$ cat config.mk
export PLATFORM = sky130hd
export DESIGN_NAME = display_timing_gen
export DESIGN_NICKNAME = d
export VERILOG_FILES = /design/src/rtl/display_timing_gen.sv
export SDC_FILE = /design/constraint.sdc
export NUM_CORES = 1
export LEC_CHECK = 0
export CORE_MARGIN = 4
export CORE_UTILIZATION = 45
export DETAILED_ROUTE_END_ITERATION = 12
export MAX_ROUTING_LAYER = met4
export PLACE_DENSITY = 0.7
export SYNTH_ARGS = -nofsm -noshare
export SYNTH_HDL_FRONTEND = slang
export SYNTH_SLANG_ARGS = --single-unit
$ cat constraint.sdc
create_clock -name i_clk -period 2.65 [get_ports i_clk]
set_input_delay 0.53 -clock i_clk [delete_from_list [all_inputs] [get_ports i_clk]]
set_output_delay 0.53 -clock i_clk [all_outputs]
set_load 0.01 [all_outputs]
$ cat src/rtl/display_timing_gen.sv
// display_timing_gen
//   Raster timing generator: walks an (x, y) position across a frame of
//   H_TOTAL x V_TOTAL pixel slots, producing syncs, an active-video flag,
//   a frame-start pulse and a divided sprite-refresh tick.
//
// Ports
//   i_clk             clock, all logic on rising edge
//   i_rst_n           asynchronous active-low reset
//   i_pix_stb         pixel clock-enable; position advances only when high
//   o_x, o_y          current horizontal / vertical count (16 bits, unsigned)
//   o_h_sync/o_v_sync syncs, asserted at level SYNC_POL
//   o_active          high inside the visible H_ACTIVE x V_ACTIVE window
//   o_frame_start     one-cycle pulse when the position wraps to (0,0)
//   o_sprite_refresh  one-cycle pulse every REFRESH_DIV frame starts
//   o_frame_cnt       frame index within the refresh period
//
// Build option
//   REFRESH_DIVIDER_EN  when defined, the frame divider is built; otherwise
//                       o_sprite_refresh mirrors o_frame_start and
//                       o_frame_cnt reads 0.
module display_timing_gen #(
    parameter int unsigned H_ACTIVE    = 800,
    parameter int unsigned H_FP        = 40,
    parameter int unsigned H_SYNC      = 128,
    parameter int unsigned H_BP        = 88,
    parameter int unsigned V_ACTIVE    = 600,
    parameter int unsigned V_FP        = 1,
    parameter int unsigned V_SYNC      = 4,
    parameter int unsigned V_BP        = 23,
    parameter bit          SYNC_POL    = 1'b1,
    parameter int unsigned REFRESH_DIV = 4
) (
    input  logic        i_clk,
    input  logic        i_rst_n,
    input  logic        i_pix_stb,
    output logic [15:0] o_x,
    output logic [15:0] o_y,
    output logic        o_h_sync,
    output logic        o_v_sync,
    output logic        o_active,
    output logic        o_frame_start,
    output logic        o_sprite_refresh,
    output logic [7:0]  o_frame_cnt
);

    localparam int unsigned H_TOTAL = H_ACTIVE + H_FP + H_SYNC + H_BP;
    localparam int unsigned V_TOTAL = V_ACTIVE + V_FP + V_SYNC + V_BP;

    localparam logic [15:0] H_LAST   = 16'(H_TOTAL - 1);
    localparam logic [15:0] V_LAST   = 16'(V_TOTAL - 1);
    localparam logic [15:0] H_SYNC_B = 16'(H_ACTIVE + H_FP);
    localparam logic [15:0] H_SYNC_E = 16'(H_ACTIVE + H_FP + H_SYNC);
    localparam logic [15:0] V_SYNC_B = 16'(V_ACTIVE + V_FP);
    localparam logic [15:0] V_SYNC_E = 16'(V_ACTIVE + V_FP + V_SYNC);
    localparam logic [15:0] H_ACT    = 16'(H_ACTIVE);
    localparam logic [15:0] V_ACT    = 16'(V_ACTIVE);

    if (REFRESH_DIV < 1 || REFRESH_DIV > 255) begin : g_div_check
        $error("REFRESH_DIV must be in 1..255");
    end

    logic [15:0] x_q, y_q, x_d, y_d;
    logic        h_sync_q, v_sync_q, active_q, frame_start_q;
    logic        h_sync_d, v_sync_d, active_d;
    logic        h_wrap, v_wrap, frame_wrap;

    always_comb begin
        h_wrap     = (x_q == H_LAST);
        v_wrap     = (y_q == V_LAST);
        frame_wrap = h_wrap && v_wrap;
        x_d        = h_wrap ? 16'd0 : x_q + 16'd1;
        y_d        = y_q;
        if (h_wrap) begin
            y_d = v_wrap ? 16'd0 : y_q + 16'd1;
        end
        // Decode from the next position so flags line up with o_x/o_y.
        h_sync_d = ((x_d >= H_SYNC_B) && (x_d < H_SYNC_E)) ? SYNC_POL : ~SYNC_POL;
        v_sync_d = ((y_d >= V_SYNC_B) && (y_d < V_SYNC_E)) ? SYNC_POL : ~SYNC_POL;
        active_d = (x_d < H_ACT) && (y_d < V_ACT);
    end

    always_ff @(posedge i_clk or negedge i_rst_n) begin
        if (!i_rst_n) begin
            x_q           <= '0;
            y_q           <= '0;
            h_sync_q      <= ~SYNC_POL;
            v_sync_q      <= ~SYNC_POL;
            active_q      <= 1'b1;
            frame_start_q <= 1'b0;
        end else if (i_pix_stb) begin
            x_q           <= x_d;
            y_q           <= y_d;
            h_sync_q      <= h_sync_d;
            v_sync_q      <= v_sync_d;
            active_q      <= active_d;
            frame_start_q <= frame_wrap;
        end else begin
            frame_start_q <= 1'b0;
        end
    end

    assign o_x           = x_q;
    assign o_y           = y_q;
    assign o_h_sync      = h_sync_q;
    assign o_v_sync      = v_sync_q;
    assign o_active      = active_q;
    assign o_frame_start = frame_start_q;

`ifdef REFRESH_DIVIDER_EN
    localparam logic [7:0] CNT_LAST = 8'(REFRESH_DIV - 1);

    logic [7:0] frame_cnt_q;
    logic       refresh_q;

    // Counter and refresh update on the same edge that raises o_frame_start.
    always_ff @(posedge i_clk or negedge i_rst_n) begin
        if (!i_rst_n) begin
            frame_cnt_q <= '0;
            refresh_q   <= 1'b0;
        end else if (i_pix_stb && frame_wrap) begin
            if (frame_cnt_q == CNT_LAST) begin
                frame_cnt_q <= '0;
                refresh_q   <= 1'b1;
            end else begin
                frame_cnt_q <= frame_cnt_q + 8'd1;
                refresh_q   <= 1'b0;
            end
        end else begin
            refresh_q <= 1'b0;
        end
    end

    assign o_frame_cnt      = frame_cnt_q;
    assign o_sprite_refresh = refresh_q;
`else
    assign o_frame_cnt      = '0;
    assign o_sprite_refresh = frame_start_q;
`endif

endmodule

==> results of run 1 <==
==> cells by family (layout without fill, tap and decap cells) <==
logic type | after synthesis | after routing | share of synthesized area
buffers and inverters | 35 | 64 | 0.09609
AND/OR/NAND/NOR | 148 | 148 | 0.3274
flip-flops | 36 | 36 | 0.3315
XOR/XNOR | 19 | 19 | 0.06115
other | 1 | 8 | 0.001378
AO/OA/AOI/OAI | 63 | 63 | 0.1540
multiplexers | 5 | 5 | 0.01931
adder cells (fa/ha/maj) | 2 | 2 | 0.009194
==> stage by stage <==
| stage | worst slack (ns) | hold WS, ns |
|---|---|---|
| after floorplan | 0.4881 | 0.2344 |
| after CTS | 0.1564 | 0.3583 |
| final | 0.2146 | 0.3255 |
| after global placement | 0.2520 | 0.4963 |
| after global routing | 0.02860 | 0.4005 |
| after detailed placement | 0.1764 | 0.5017 |
==> worst max-delay path, delay by kind of cell, from the launching register on <==
family                   cells  cell delay [ns]
adder cells (fa/ha/maj)      1             0.33
AND/OR/NAND/NOR              4             0.97
AO/OA/AOI/OAI                3             0.59
flip-flops                   1             0.46
==> layer usage <==
| layer | share of wire | GRT usage | vias to the layer above |
|---|---|---|---|
| met1 | 0.47 | 0.2855 | 1173 |
| met2 | 0.46 | 0.2910 | 89 |
| met4 | 0.011 | 0.05468 | 0 |
| li1 | - | - | 1192 |
| met3 | 0.064 | 0.03362 | 8 |
| met5 | 0 | - | - |
==> synth_stat cells (all sizes together), types with 3 or more instances <==
| cell | number |
|---|---|
| o41ai | 3 |
| nand4 | 12 |
| nor3 | 13 |
| buf | 28 |
| xor2 | 4 |
| o31ai | 11 |
| nor2 | 21 |
| inv | 5 |
| mux2i | 3 |
| nand2 | 38 |
| and2 | 4 |
| a31oi | 4 |
| o32ai | 3 |
| nand3 | 19 |
| dfrtp | 35 |
| xnor2 | 15 |
| o21ai | 22 |
| nor3b | 3 |
| a21oi | 9 |
| or3 | 4 |
| and4 | 7 |
| nor4 | 8 |
| and3 | 7 |
==> power groups by stage <==
stage / clock, mW / combinational [mW] / sequential (mW)
2_1_floorplan: 0 / 0.194 / 0.652
3_3_place_gp: 0 / 0.267 / 0.671
3_5_place_dp: 0 / 0.272 / 0.675
4_1_cts: 0.428 / 0.274 / 0.664
5_1_grt: 0.451 / 0.301 / 0.678
6_report: 0.416 / 0.274 / 0.667
==> final cells by class <==
class                      count  area (sq um)
fill                         549          2718
multi-input combinational    245          1584
clock inverter                 1         7.507
sequential                    36         902.1
tap                           75         93.84
clock buffer                   7         86.33
inverter                       5         18.77
timing repair buffer          51         475.5
==> flip-flops by register name (all words and copies together), names as in the netlist <==
register,cells
o_v_sync,1
o_x,16
o_active,1
o_y,16
o_frame_start,1
o_h_sync,1
==> final timing paths <==
kind                           from       end  slack, ns  cells after the start
max in group asynchronous   i_rst_n    o_y[3]       1.81                      1
min in group i_clk         o_h_sync  o_h_sync       0.52                      1
setup reg to reg             o_y[0]  o_v_sync       0.21                      8
hold reg to reg            o_h_sync  o_h_sync       0.52                      1
hold / removal              i_rst_n    o_x[0]       0.33                      1
setup / recovery             o_y[0]  o_v_sync       0.21                      8
==> flow_metrics.py, run 1 <==
metrics = {
    "timing": {
        "slew-limit-headroom": 0.4602,
        "final_max_slew_viol_count": 0,
        "final.min_clock_period_ns": 2.435,
        "fin_crit_sh": 0.9190,
        "fmax_mhz": 410.6,
        "setup_viol": 0,
        "fin_setup_tns_ns": 0,
        "worst_clock_skew_ns": 0.007391,
        "rsz0062_at_grt": "false",
        "tightest_slew_ns": 0.8097,
        "final_hold_viol_count": 0,
    },
    "drt": {
        "vias": 2462,
        "first_pass_iters": 4,
        "wl_per_cell_um": 16.15,
        "viasPerCell": 5.862,
        "postRouteAntennaNets": 0,
        "routed_wl_mm": 6.784,
        "drt_iter0_drc": 259,
        "drcViolationCount": 0,
    },
    "clocking": {
        "cts_resized": 0,
        "cts_tree": "done",
        "clk_latency_ns": 0.29,
        "cts_made_buffers": 5,
        "path_clk_slew_ns": 0.08,
        "cts_root_buffer": "clkbuf_8",
        "post_cts_buffers": 0,
        "cts.htree.levels": 2,
        "cts_sinks": 36,
        "cts.path.max_buffers": 2,
        "cts_hold_buffers": 0,
    },
    "floorplan": {
        "io_pins": 48,
        "fp.coreArea_sq_um": 5886,
        "start_util": 0.4624,
        "die_w_um": 85.77,
        "die_area_sq_um": 7356,
        "rows": 28,
        "die_y_um": 85.77,
    },
    "logic_synthesis": {
        "ys_types": 65,
        "netlist_area_sq_um": 2721,
        "yosysSeqAreaShare": 0.3315,
        "synth_edf_count": 0,
        "synth_cells": 309,
        "yosysTopAreaCell": "dfrtp_1",
        "ys_warn_count": 0,
        "synth_top_cell_area_share": 0.3218,
        "synth_flop_cell": "dfrtp_1",
        "synth-seq-cells": 36,
        "avgSynthCellArea_sq_um": 8.807,
        "synthArstFlopShare": 1.000,
        "synthTopCellsByArea": "dfrtp_1 32%, nand2_1 5.2%, xnor2_1 4.8%, buf_4 4.1%, o21ai_0 4.0%",
    },
    "critical_path": {
        "crit_type": "flip-flop to flip-flop",
        "worstPathMaxFanout": 9,
        "slowest_stage": "dfrtp_1",
        "worstPathCellList": "ha_1, nor4b_1, nand4_1, a21oi_1, o32ai_1, nor3_2, nand2_1, o32ai_2",
        "critPathCaptureType": "flip-flop",
        "worstPathArrival_ns": 2.64,
        "critPathRequiredTime_ns": 2.86,
        "cp_slowest_stage_delay_ns": 0.46,
        "critPathLaunchType": "flip-flop",
    },
    "power_and_ir_drop": {
        "combPwrFrac": 0.202,
        "switching_share": 0.3151,
        "ir_drop_mv": 0.2792,
        "p_int_mw": 0.9291,
        "p_seq_frac": 0.492,
        "p_sw_mw": 0.4274,
        "power_mw": 1.356,
        "power.density_nw_per_um2": 428.2,
        "power.share.clock": 0.307,
        "p_leak_nw": 1.237,
    },
    "grt": {
        "grt_use_total": 0.1993,
        "grt_pass1_wl_mm": 11.56,
        "grt_antenna_before_repair": 0,
        "first_global_vias": 2292,
        "grt_start_max_net_pins": 37,
        "grt_overflow": 0,
    },
    "cells_and_area": {
        "drive_gt1_frac": 0.1275,
        "finish.utilization": 0.5383,
        "layout_common_cells": "38 x nand2_1, 38 x clkdlybuf4s50_1, 35 x dfrtp_1",
        "finalNonFillerCells": 420,
        "final_nets": 349,
        "area_growth_pct": 16.41,
        "fin_area_sq_um": 3168,
        "antenna_cells": 0,
    },
    "placement": {
        "place.gp.congestion": 0.8721,
        "placed_cell_area_sq_um": 3067,
        "post-place-cells": 411,
        "hpwl_mm": 4.841,
        "portBuffers": 39,
    },
    "hold_path": {
        "min_path_type": "input port to asynchronous set/reset pin",
    },
    "flow_run": {
        "drv_cap": 0,
    },
    "outcome": {
        "status": "complete, no violations",
    },
}
(Power assumes the default switching activity.)
==> inputs of run 2 (changes only) <==
ABC_AREA = 1   (was not set)
SLEW_MARGIN = 20   (was not set)
==> flow_metrics.py, run 2 <==
metrics = {
    "outcome": {
        "status": "complete, no violations",
    },
    "grt": {
        "first_global_vias": 2475,
        "grt_overflow": 0,
        "grt_pass1_wl_mm": 12.32,
        "grt_antenna_before_repair": 0,
        "grt_use_met1": 0.3172,
        "grt.busiest_layer": "met1",
        "met2_usage": 0.3086,
        "grt_start_max_net_pins": 37,
        "grt_use_total": 0.2158,
        "grt.met3_usage": 0.02594,
    },
    "critical_path": {
        "worstPathArrival_ns": 2.39,
        "crit_type": "flip-flop to flip-flop",
        "critPathRequiredTime_ns": 2.89,
        "r2r_setup_slack_ns": 0.49,
        "slowest_stage": "dfrtp_1",
        "critPathCaptureType": "flip-flop",
        "worst-r2r-cell-count": 14,
        "critPathLaunchType": "flip-flop",
        "worstPathCellList": "ha_1, nand2_2, nor2_2, nand3_2, nor2_4, inv_2, nand2_1, nand2_1, nor2_1, nand2_1, nor2_1, nand2_1, nand4_1, nand2_1",
        "rr_startpoint": "o_x[0]",
        "worstPathMaxFanout": 16,
        "cp_slowest_stage_delay_ns": 0.41,
        "r2r-end": "o_active",
        "crit_path_frequent_cell": "nand2_1",
    },
    "clocking": {
        "cts.path.max_buffers": 2,
        "cts.htree.levels": 2,
        "post_cts_buffers": 0,
        "cts_made_buffers": 5,
        "cts_resized": 0,
        "clk_latency_ns": 0.30,
        "cts_sinks": 36,
        "cts_hold_buffers": 0,
        "path_clk_slew_ns": 0.08,
        "cts_tree": "done",
        "cts_root_buffer": "clkbuf_8",
    },
    "logic_synthesis": {
        "synth-seq-cells": 36,
        "yosysTopAreaCell": "dfrtp_1",
        "synthTopCellsByArea": "dfrtp_1 32%, nand2_1 20%, nor2_1 8.7%, nand3_1 7.0%, o21ai_0 6.6%",
        "synth_simple_gate_area_share": 0.4265,
        "synth_flop_cell": "dfrtp_1",
        "ys_warn_count": 0,
        "synth_common_cells": "148 x nand2_1, 63 x nor2_1, 45 x inv_1, 38 x nand3_1, 36 x o21ai_0",
        "synth_cells": 435,
        "synthXorXnorAreaFrac": 0.02252,
        "synth_compound_gate_area_share": 0.1002,
        "synth_edf_count": 0,
        "yosysSeqAreaShare": 0.3313,
        "synth_top_cell_area_share": 0.3217,
        "muxShareOfSynthArea": 0,
        "synthAdderAreaFrac": 0.009191,
        "synthArstFlopShare": 1.000,
        "synth_top_family_by_area": "simple AND/OR/NAND/NOR gates",
        "ys_types": 32,
        "netlist_area_sq_um": 2723,
        "avgSynthCellArea_sq_um": 6.259,
        "synth.most_common_cell": "nand2_1",
    },
    "floorplan": {
        "io_pins": 48,
        "rows": 28,
        "fp.coreArea_sq_um": 5886,
        "die_w_um": 85.79,
        "start_util": 0.4626,
        "die_area_sq_um": 7359,
        "die_y_um": 85.79,
    },
    "cells_and_area": {
        "final.fill_count": 612,
        "fin_area_sq_um": 3224,
        "antenna_cells": 0,
        "final_nets": 476,
        "area_growth_pct": 18.43,
        "drive_gt1_frac": 0.05720,
        "layout_common_cells": "148 x nand2_1, 63 x nor2_1, 45 x inv_1",
        "layout_commonest_cell": "nand2_1",
    },
    "drt": {
        "drcViolationCount": 0,
        "wl_per_cell_um": 13.48,
        "drt_iter0_drc": 232,
        "routed_wl_mm": 7.376,
        "vias": 2783,
        "postRouteAntennaNets": 0,
        "viasPerCell": 5.088,
        "first_pass_iters": 4,
    },
    "timing": {
        "fmax_mhz": 463.8,
        "setup_viol": 0,
        "final.min_clock_period_ns": 2.156,
        "worst_slack_ns": 0.4937,
        "fin_setup_tns_ns": 0,
        "fin_crit_sh": 0.8137,
        "final_hold_viol_count": 0,
        "tightest_slew_ns": 0.8413,
        "worst_clock_skew_ns": 0.009867,
        "rsz0062_at_grt": "false",
        "slew-limit-headroom": 0.4392,
        "final_max_slew_viol_count": 0,
    },
    "flow_run": {
        "drv_cap": 0,
    },
    "power_and_ir_drop": {
        "power.density_nw_per_um2": 623.7,
        "p_int_mw": 1.199,
        "p_sw_mw": 0.8124,
        "switching_share": 0.4040,
        "power.share.clock": 0.212,
        "p_seq_frac": 0.408,
        "combPwrFrac": 0.380,
        "p_leak_nw": 1.468,
        "ir_drop_mv": 0.3384,
    },
    "placement": {
        "hpwl_mm": 5.622,
        "place.gp.congestion": 0.9592,
        "dp_slack_ns": 0.5159,
        "placed_cell_area_sq_um": 3131,
        "portBuffers": 39,
    },
    "hold_path": {
        "min_path_type": "input port to asynchronous set/reset pin",
    },
}
-- run 2: changes by cell type in the layout (fill, tap and decap cells not counted), sizes merged, moves of 7 or more --
| cell | previous run | this run |
|---|---|---|
| nor2 | 21 | 69 |
| nor4 | 8 | 0 |
| o31ai | 11 | 0 |
| and4 | 7 | 0 |
| nand2 | 38 | 151 |
| inv | 5 | 47 |
| o21ai | 22 | 40 |
| nor3 | 13 | 1 |
| nand3 | 19 | 39 |
| buf | 13 | 4 |
| and3 | 7 | 0 |
| xnor2 | 15 | 0 |
-- run 2: metrics by stage --
| step | hold slack [ns] | power [mW] | std cells | utilization |
|---|---|---|---|---|
| 2_1_floorplan | 0.2344 | 1.257 | 442 | - |
| 3_3_place_gp | 0.4680 | 1.589 | 539 | 0.5319 |
| 3_5_place_dp | 0.4751 | 1.594 | 539 | 0.5319 |
| 4_1_cts | 0.3660 | 2.027 | 547 | 0.5478 |
| 5_1_grt | 0.4028 | 2.175 | 547 | 0.5478 |
| 6_report | 0.3229 | 2.011 | 547 | 0.5478 |
-- run 2: per-layer routing --
metal	part of all wire	vias to the layer above
met1	0.51	1247
met2	0.42	94
met4	0.012	0
li1	-	1434
met5	0	-
met3	0.057	8
-- run 2: worst max-delay path: cells and delay by family, from the launching register on --
kind                       cells  cell delay (ns)
and+or+nand+nor               12             1.30
buffers and inverters          1             0.15
adders and majority gates      1             0.21
DFF                            1             0.41
-- run 2: cells by family after synthesis --
group	after synthesis
flops	36
compound gates	51
other cells	1
buf+inv	67
xor+xnor	7
simple gates	271
fa+ha+maj	2
-- run 2: layout make-up --
class / instances / area, sq um / area share
clock inverter: 1 / 7.507 / 0.002328
inverter: 47 / 176.4 / 0.05471
timing repair buffer: 42 / 407.9 / 0.1265
sequential: 36 / 902.1 / 0.2798
tap: 75 / 93.84 / 0.02910
clock buffer: 7 / 86.33 / 0.02678
multi-input combinational: 339 / 1550 / 0.4808
-- run 2: worst max path at each step --
stage                 from        to  slack (ns)
floorplan           o_x[0]  o_v_sync        0.83
global placement    o_x[0]  o_v_sync        0.59
detailed placement  o_x[0]  o_active        0.52
CTS                 o_x[0]  o_active        0.50
global route        o_x[0]  o_v_sync        0.24
finish              o_x[0]  o_active        0.49
-- run 2: power by group through the flow --
stage	Combinational [mW]	Sequential (mW)	Clock, mW
after floorplan	0.430	0.827	0
after global placement	0.762	0.827	0
after detailed placement	0.764	0.829	0
after CTS	0.769	0.819	0.440
after global routing	0.866	0.845	0.464
final	0.763	0.821	0.426
==> inputs of run 3 (changes only) <==
PLACE_DENSITY = 0.73   (was 0.7)
clock period = 1.9 ns   (was 2.65 ns; I/O delays follow)
==> flow_metrics.py, run 3 (synthesized netlist as in run 2, its figures left out) <==
metrics = {
    "placement": {
        "placed_cell_area_sq_um": 3368,
        "place.gp.congestion": 0.9510,
        "portBuffers": 39,
        "hpwl_mm": 5.889,
    },
    "critical_path": {
        "slowest_stage": "dfrtp_1",
        "cp_slowest_stage_delay_ns": 0.36,
        "cp_top_family": "simple AND/OR/NAND/NOR gates",
        "worst-r2r-cell-count": 12,
        "worstPathArrival_ns": 2.12,
        "critPathLaunchType": "flip-flop",
        "rr_startpoint": "o_x[1]",
        "worstPathCellList": "ha_2, nand2_4, nor2_4, nand2_4, nor2_8, buf_12, nand3_2, a21oi_1, nand3_2, nor3_2, nand2_1, nand2_1",
        "r2r_setup_slack_ns": 0.02,
        "worstPathMaxFanout": 5,
        "r2r-end": "o_v_sync",
        "critPathRequiredTime_ns": 2.14,
        "crit_type": "flip-flop to flip-flop",
        "critPathCaptureType": "flip-flop",
        "path_buf_inv": 1,
    },
    "flow_run": {
        "drv_cap": 0,
    },
    "timing": {
        "final.min_clock_period_ns": 1.877,
        "final_max_slew_viol_count": 0,
        "whs_ns": 0.1299,
        "final_hold_viol_count": 0,
        "fin_crit_sh": 0.9881,
        "setup_viol": 0,
        "fmax_mhz": 532.7,
        "worst_clock_skew_ns": 0.006694,
        "rsz0062_at_grt": "true",
    },
    "grt": {
        "first_global_vias": 2732,
        "grt_antenna_before_repair": 0,
        "grt_overflow": 0,
        "grt_use_total": 0.2238,
        "grt_pass1_wl_mm": 12.85,
        "grt_start_max_net_pins": 37,
    },
    "clocking": {
        "cts.htree.levels": 2,
        "cts.path.max_buffers": 2,
        "clk_latency_ns": 0.29,
        "cts_hold_buffers": 0,
        "path_clk_slew_ns": 0.08,
        "cts_root_buffer": "clkbuf_8",
        "cts_made_buffers": 5,
        "cts_tree": "done",
        "cts_sinks": 36,
    },
    "floorplan": {
        "rows": 28,
        "die_w_um": 85.79,
        "die_area_sq_um": 7359,
        "fp.coreArea_sq_um": 5886,
        "die_y_um": 85.79,
        "start_util": 0.4626,
        "io_pins": 48,
    },
    "drt": {
        "first_pass_iters": 5,
        "viasPerCell": 5.201,
        "drt_iter0_drc": 253,
        "postRouteAntennaNets": 0,
        "wl_per_cell_um": 13.59,
        "drcViolationCount": 0,
        "vias": 3048,
        "routed_wl_mm": 7.961,
    },
    "power_and_ir_drop": {
        "p_leak_nw": 1.680,
        "power.density_nw_per_um2": 816.8,
        "power_mw": 2.975,
        "ir_drop_mv": 0.4974,
    },
    "cells_and_area": {
        "finish.utilization": 0.6188,
        "fin_area_sq_um": 3642,
        "antenna_cells": 0,
        "layout_common_cells": "142 x nand2_1, 53 x nor2_1, 43 x inv_1",
        "layout_commonest_cell": "nand2_1",
        "final_nets": 516,
        "area_growth_pct": 33.78,
        "drive_gt1_frac": 0.1918,
        "final.fill_count": 554,
    },
    "hold_path": {
        "min_path_type": "input port to asynchronous set/reset pin",
    },
    "outcome": {
        "status": "complete, no violations",
    },
}
-- run 3: cell type report --
| class | count | area, sq um | area share |
|---|---|---|---|
| clock buffers | 5 | 68.82 | 0.01889 |
| clock inverters | 2 | 12.51 | 0.003435 |
| inverters | 47 | 178.9 | 0.04912 |
| multi-input cells | 339 | 1634 | 0.4486 |
| flip-flops and latches | 36 | 909.6 | 0.2497 |
| well taps | 75 | 93.84 | 0.02576 |
| repair buffers | 82 | 744.5 | 0.2044 |
-- run 3: stage by stage --
step / setup WS [ns] / instances / TNS (ns)
global route: -0.1347 / 586 / -0.2630
global placement: 0.05954 / 569 / 0
detailed placement: -0.004706 / 569 / -0.004706
CTS: 0.0008620 / 577 / 0
floorplan: 0.07591 / 442 / 0
finish: 0.02261 / 586 / 0
-- run 3: how the worst max path moves through the flow --
stage | startpoint | endpoint | slack (ns) | depth (start not counted)
finish | o_x[1] | o_v_sync | 0.02 | 12
global route | o_x[1] | o_v_sync | -0.13 | 12
CTS | o_x[0] | o_v_sync | 0.0009 | 13
detailed placement | o_x[0] | o_v_sync | -0.005 | 13
global placement | o_x[0] | o_v_sync | 0.06 | 13
floorplan | o_x[0] | o_v_sync | 0.08 | 13
-- run 3: timing repair --
| item | in CTS | in global routing |
|---|---|---|
| resized for setup | 1 | 41 |
| endpoints found under the setup margin | 2 | 3 |
| setup buffers | 1 | 9 |
| pin swaps | 1 | 15 |
-- run 3: metal layers --
layer  up-vias  track usage  routed length (um)
met1      1421       0.3217                3749
li1       1515            -                   -
met4         0      0.05755                  78
met5         -            -                   0
met2       103       0.3263                3581
met3         9      0.03842                 551
-- run 3: power breakdown --
part	switching (mW)	internal (mW)	leakage [nW]
Clock	0.297	0.249	0.0400
Combinational	0.722	0.607	1.19
Sequential	0.189	0.910	0.453
==> RTL change 1, RTL diff (config.mk and constraints of run 2) <==
The option `REFRESH_DIVIDER_EN` is turned on by a define.
--- a/src/rtl/display_timing_gen.sv
+++ b/src/rtl/display_timing_gen.sv
@@ -18,6 +18,8 @@
 //   REFRESH_DIVIDER_EN  when defined, the frame divider is built; otherwise
 //                       o_sprite_refresh mirrors o_frame_start and
 //                       o_frame_cnt reads 0.
+`define REFRESH_DIVIDER_EN
+
 module display_timing_gen #(
     parameter int unsigned H_ACTIVE    = 800,
     parameter int unsigned H_FP        = 40,
Behaviour: no difference found for any inputs over 10 cycles, from zero or initial values and one cycle with i_rst_n low; that may be too few to reach the edited logic, so the function may still have changed.
==> RTL change 1 against run 2 <==
Sequential share of layout area increased by 1.4 points; clock power increased by 29%; non-clock buffer count increased by 9; cell area increased by 19%; global-route usage decreased by 0.29 points; area after synthesis increased by 17%; sequential cell count increased by 9; setup slack got worse by 0.038 ns; total power increased by 12%; wire length increased by 16%; clock skew decreased by 0.0035 ns; highest routed layer unchanged.
==> RTL change 1: results (changes against run 2) <==
Outcome
  – Outcome: finished, final reports clean (unchanged)

Clocking
  – Cts bufs inserted: 5 (unchanged)
  – Clk buf depth: 2 (unchanged)
  – Worst-Skew Late Latency: 0.31 ns
  – Postcts setup bufs: 0 (unchanged)
  – Clock-pin slew on the worst setup and hold paths: 0.10 ns (was 0.08 ns)
  – CTS Root Cell: clkbuf_8 (unchanged)
  – H-tree levels: 2 (unchanged)
  – Post-cts sizing count: 0 (unchanged)

Place
  – IO Port Bufs: 47 (was 39)
  – HPWL Detailed: 6418 µm (was 5622 µm)
  – RD Place Congestion: 0.9351 (was 0.9592)
  – Pre-CTS WS: 0.4866 ns (was 0.5159 ns)

Route
  – Detailed Route Iter0 Violations: 240 (was 232)
  – First drt pass iteration count: 5 (was 4)
  – Routed Wire Length: 8556 µm (was 7376 µm)
  – Via count: 3,303 (was 2,783)

Cells and area
  – Layout Nets: 530 (was 476)
  – ANT cells: 0 (unchanged)
  – Share of layout cells above drive strength 1: 7.810% (was 5.720%)

Setup path
  – Reg2Reg Depth: 14 (unchanged)
  – CP Max Fanout: 9 (was 16)
  – Largest delay contributor family on the critical path: simple AND/OR/NAND/NOR gates (unchanged)
  – CP peak stage delay: 0.53 ns (was 0.41 ns)
  – Crit-path slowest cell: dfrtp_1 (unchanged)
  – CP arrival: 2.44 ns (was 2.39 ns)

Power
  – Peak VDD IR: 0.0003454 V (was 0.0003384 V)
  – Pleak: 1.802 nW (was 1.468 nW)

Global routing
  – First-pass GRT wire length: 14,170 µm (was 12,320 µm)
  – All-Layer GR Usage: 21.28% (was 21.58%)
  – Largest net degree at the start of global routing: 33 (was 37)
  – Vias in the first global route: 2,941 (was 2,475)
  – Antenna violations before repair: 0 (unchanged)

Synth
  – Syn nets: roughly 480
  – Register area share after synthesis: 35.50% (was 33.13%)
  – Async S/R FF share, synth: 100.0% (unchanged)
  – EDFF count, synth: 0 (unchanged)
  – YS warnings: 0 (unchanged)
  – Distinct cells, synth: 36 (was 32)
  – Post-synth top cells: nand2_1 (151), nor2_1 (55), nand3_1 (51) (was nand2_1 (148), nor2_1 (63), inv_1 (45))
  – Synth area leaders: dfrtp_1 (35%), nand2_1 (18%), nand3_1 (8.0%) (was dfrtp_1 (32%), nand2_1 (20%), nor2_1 (8.7%))

Timing
  – Fin Setup TNS: 0 ns (unchanged)
  – Relative slew slack: 59.29% (was 43.92%)
  – Clk_skew: 0.006363 ns (was 0.009867 ns)

Worst hold path
  – HP Class: input pin to async pin (unchanged)
RTL change 1: cells by family (layout without fill, tap and decap cells):
| kind of cell | count (synthesis) | after routing | synth area share, % |
|---|---|---|---|
| buffers and inverters | 63 | 111 | 8.353 |
| XOR/XNOR | 9 | 9 | 2.482 |
| AND/OR/NAND/NOR | 307 | 307 | 44.33 |
| flip-flops | 45 | 45 | 35.50 |
| AO/OA/AOI/OAI | 50 | 50 | 8.156 |
| adder cells (fa/ha/maj) | 3 | 3 | 1.182 |
RTL change 1: layout make-up:
class                   count  area (µm²)
clock buffers               6       72.57
flip-flops and latches     45        1127
clock inverters             2       38.79
repair buffers             51       495.5
well taps                  96       120.1
multi-input cells         369        1783
fillers                   670        2994
inverters                  52       200.2
RTL change 1: final timing paths:
path	from	to	slack, ns
max in group asynchronous	i_rst_n	o_active	1.76
min in group i_clk	o_active	o_active	0.49
min reg2reg	o_active	o_active	0.49
max reg2reg	o_y[0]	o_active	0.46
max	o_y[0]	o_active	0.46
min	i_rst_n	o_x[2]	0.22
RTL change 1: report_power, final:
part | leakage [nW] | switching (mW) | internal (mW) | total (mW)
registers | 0.571 | 0.189 | 0.782 | 0.971
clock network | 0.0554 | 0.266 | 0.284 | 0.549
logic | 1.18 | 0.411 | 0.330 | 0.741
RTL change 1: routing by layer:
metal  GRT usage, %  wire length [µm]
met5              -                 0
met2          31.57              3772
met1          30.27              4139
met4          6.436               147
met3          2.953               496
RTL change 1: metrics by stage:
step	power (mW)	cells	instance area (µm²)	hold WS (ns)
after floorplan	1.373	477	3176	0.2344
after global placement	1.710	613	3726	0.4757
after detailed placement	1.724	613	3726	0.4695
after CTS	2.270	621	3837	0.2345
after global routing	2.411	621	3837	0.2656
final	2.262	621	3837	0.2214
==> RTL change 2, RTL diff (settings of run 2) <==
Without the edit above. Put one more register stage on the output `o_x`, with the module's reset. The value now appears one clock later. The other outputs are not delayed to match.
--- a/src/rtl/display_timing_gen.sv
+++ b/src/rtl/display_timing_gen.sv
@@ -99,7 +99,13 @@
         end
     end
 
-    assign o_x           = x_q;
+    always_ff @(posedge i_clk or negedge i_rst_n) begin
+        if (!i_rst_n) begin
+            o_x <= '0;
+        end else begin
+            o_x <= x_q;
+        end
+    end
     assign o_y           = y_q;
     assign o_h_sync      = h_sync_q;
     assign o_v_sync      = v_sync_q;
Check against the original RTL: not equivalent (a bounded check fails within 4 cycles, from zero or initial values and one cycle with i_rst_n low).
==> RTL change 2 against run 2 <==
Setup slack got worse by 0.14 ns; global-route usage is 1.8 points lower; cell area is 15% higher; die area increased by 16%; area after synthesis increased by 18%; wire length grew 6.0%; sequential cell count rose by 16; total power up 24%; critical endpoint unchanged; largest cell class unchanged; highest routed layer unchanged.
==> RTL change 2: results (changes against run 2) <==
Global routing
  – All-Layer GR Usage: 19.79% (was 21.58%)
  – Largest net degree at the start of global routing: 53 (was 37)
  – Met2 Track Usage GR: 34.14% (was 30.86%)
  – Met1 Track Usage GR: 23.79% (was 31.72%)
  – Met3 usage: 3.087% (was 2.594%)
  – First-pass GRT wire length: 13,520 µm (was 12,320 µm)
  – Vias in the first global route: 2,914 (was 2,475)

Setup path
  – FF-to-FF Start: x_q[0] (was o_x[0])
  – Setup slack, reg-to-reg: 0.35 ns (was 0.49 ns)
  – CP Max Fanout: 14 (was 16)

Timing
  – Clk_skew: 0.008491 ns (was 0.009867 ns)
  – Crit share post-route: 86.81% (was 81.37%)
  – Relative slew slack: 56.96% (was 43.92%)

Power
  – Tot Pwr: 2.500 mW (was 2.011 mW)
  – Net Sw Frac: 38.28% (was 40.40%)
  – Logic power comb: 851 µW (was 763 µW)
  – Clock Power: 481 µW (was 426 µW)
  – Pleak: 1.720 nW (was 1.468 nW)
  – Peak VDD IR: 0.0002332 V (was 0.0003384 V)

Place
  – Pre-CTS WS: 0.3297 ns (was 0.5159 ns)
  – RD Place Congestion: 0.9296 (was 0.9592)
  – Cells after DPL: 598 (was 539)

Cells and area
  – Share of layout cells above drive strength 1: 5.882% (was 5.720%)
  – Layout Nets: 514 (was 476)
  – Fillers: 708 (was 612)

Route
  – Met3 wire length: 324 µm (was 418 µm)
  – Avg Vias per Cell: 4.906 (was 5.088)
  – WL met2: 3975 µm (was 3114 µm)
  – Routed Wire Length: 7818 µm (was 7376 µm)
  – Routed met1 length: 3436 µm (was 3756 µm)
  – Via count: 2,973 (was 2,783)
  – Detailed Route Iter0 Violations: 135 (was 232)

Synth
  – Post-synth top area cell: dfrtp_1 (unchanged)
  – Synth area leaders: dfrtp_1 (40%), nand2_1 (18%), nor2_1 (8.8%) (was dfrtp_1 (32%), nand2_1 (20%), nor2_1 (8.7%))
  – Post-synthesis cell count: 476 (was 435)
  – Register area share after synthesis: 40.62% (was 33.13%)
  – YS warnings: 0 (unchanged)
  – Distinct cells, synth: 30 (was 32)

Outcome
  – Outcome: finished, final reports clean (unchanged)

Clocking
  – Clock-pin slew on the worst setup and hold paths: 0.10 ns (was 0.08 ns)
[RTL change 2: how the worst min path moves through the flow]
stage	start	end	slack, ns	cells after the start
detailed placement	x_q[1]	o_x[1]	0.44	0
global route	i_rst_n	o_x[2]	0.38	2
finish	i_rst_n	o_y[7]	0.34	2
global placement	x_q[1]	o_x[1]	0.43	0
floorplan	i_rst_n	o_frame_start	0.23	0
CTS	i_rst_n	o_x[2]	0.35	2
[RTL change 2: cell type report]
cell class | instances | area, µm² | area share, %
clock buffers | 6 | 82.58 | 2.221
clock inverters | 2 | 15.01 | 0.4038
inverters | 47 | 176.4 | 4.744
multi-input cells | 361 | 1614 | 43.41
flip-flops and latches | 52 | 1303 | 35.03
well taps | 96 | 120.1 | 3.230
repair buffers | 42 | 407.9 | 10.97
[RTL change 2: kinds of logic after synthesis]
logic type                 synth area share (%)
AOI/OAI and AO/OA                         7.101
xor gates and xnor gates                  1.912
adders and majority gates                0.7802
buffers and inverters                     9.871
DFF                                       40.62
other                                    0.1169
and+or+nand+nor                           39.60
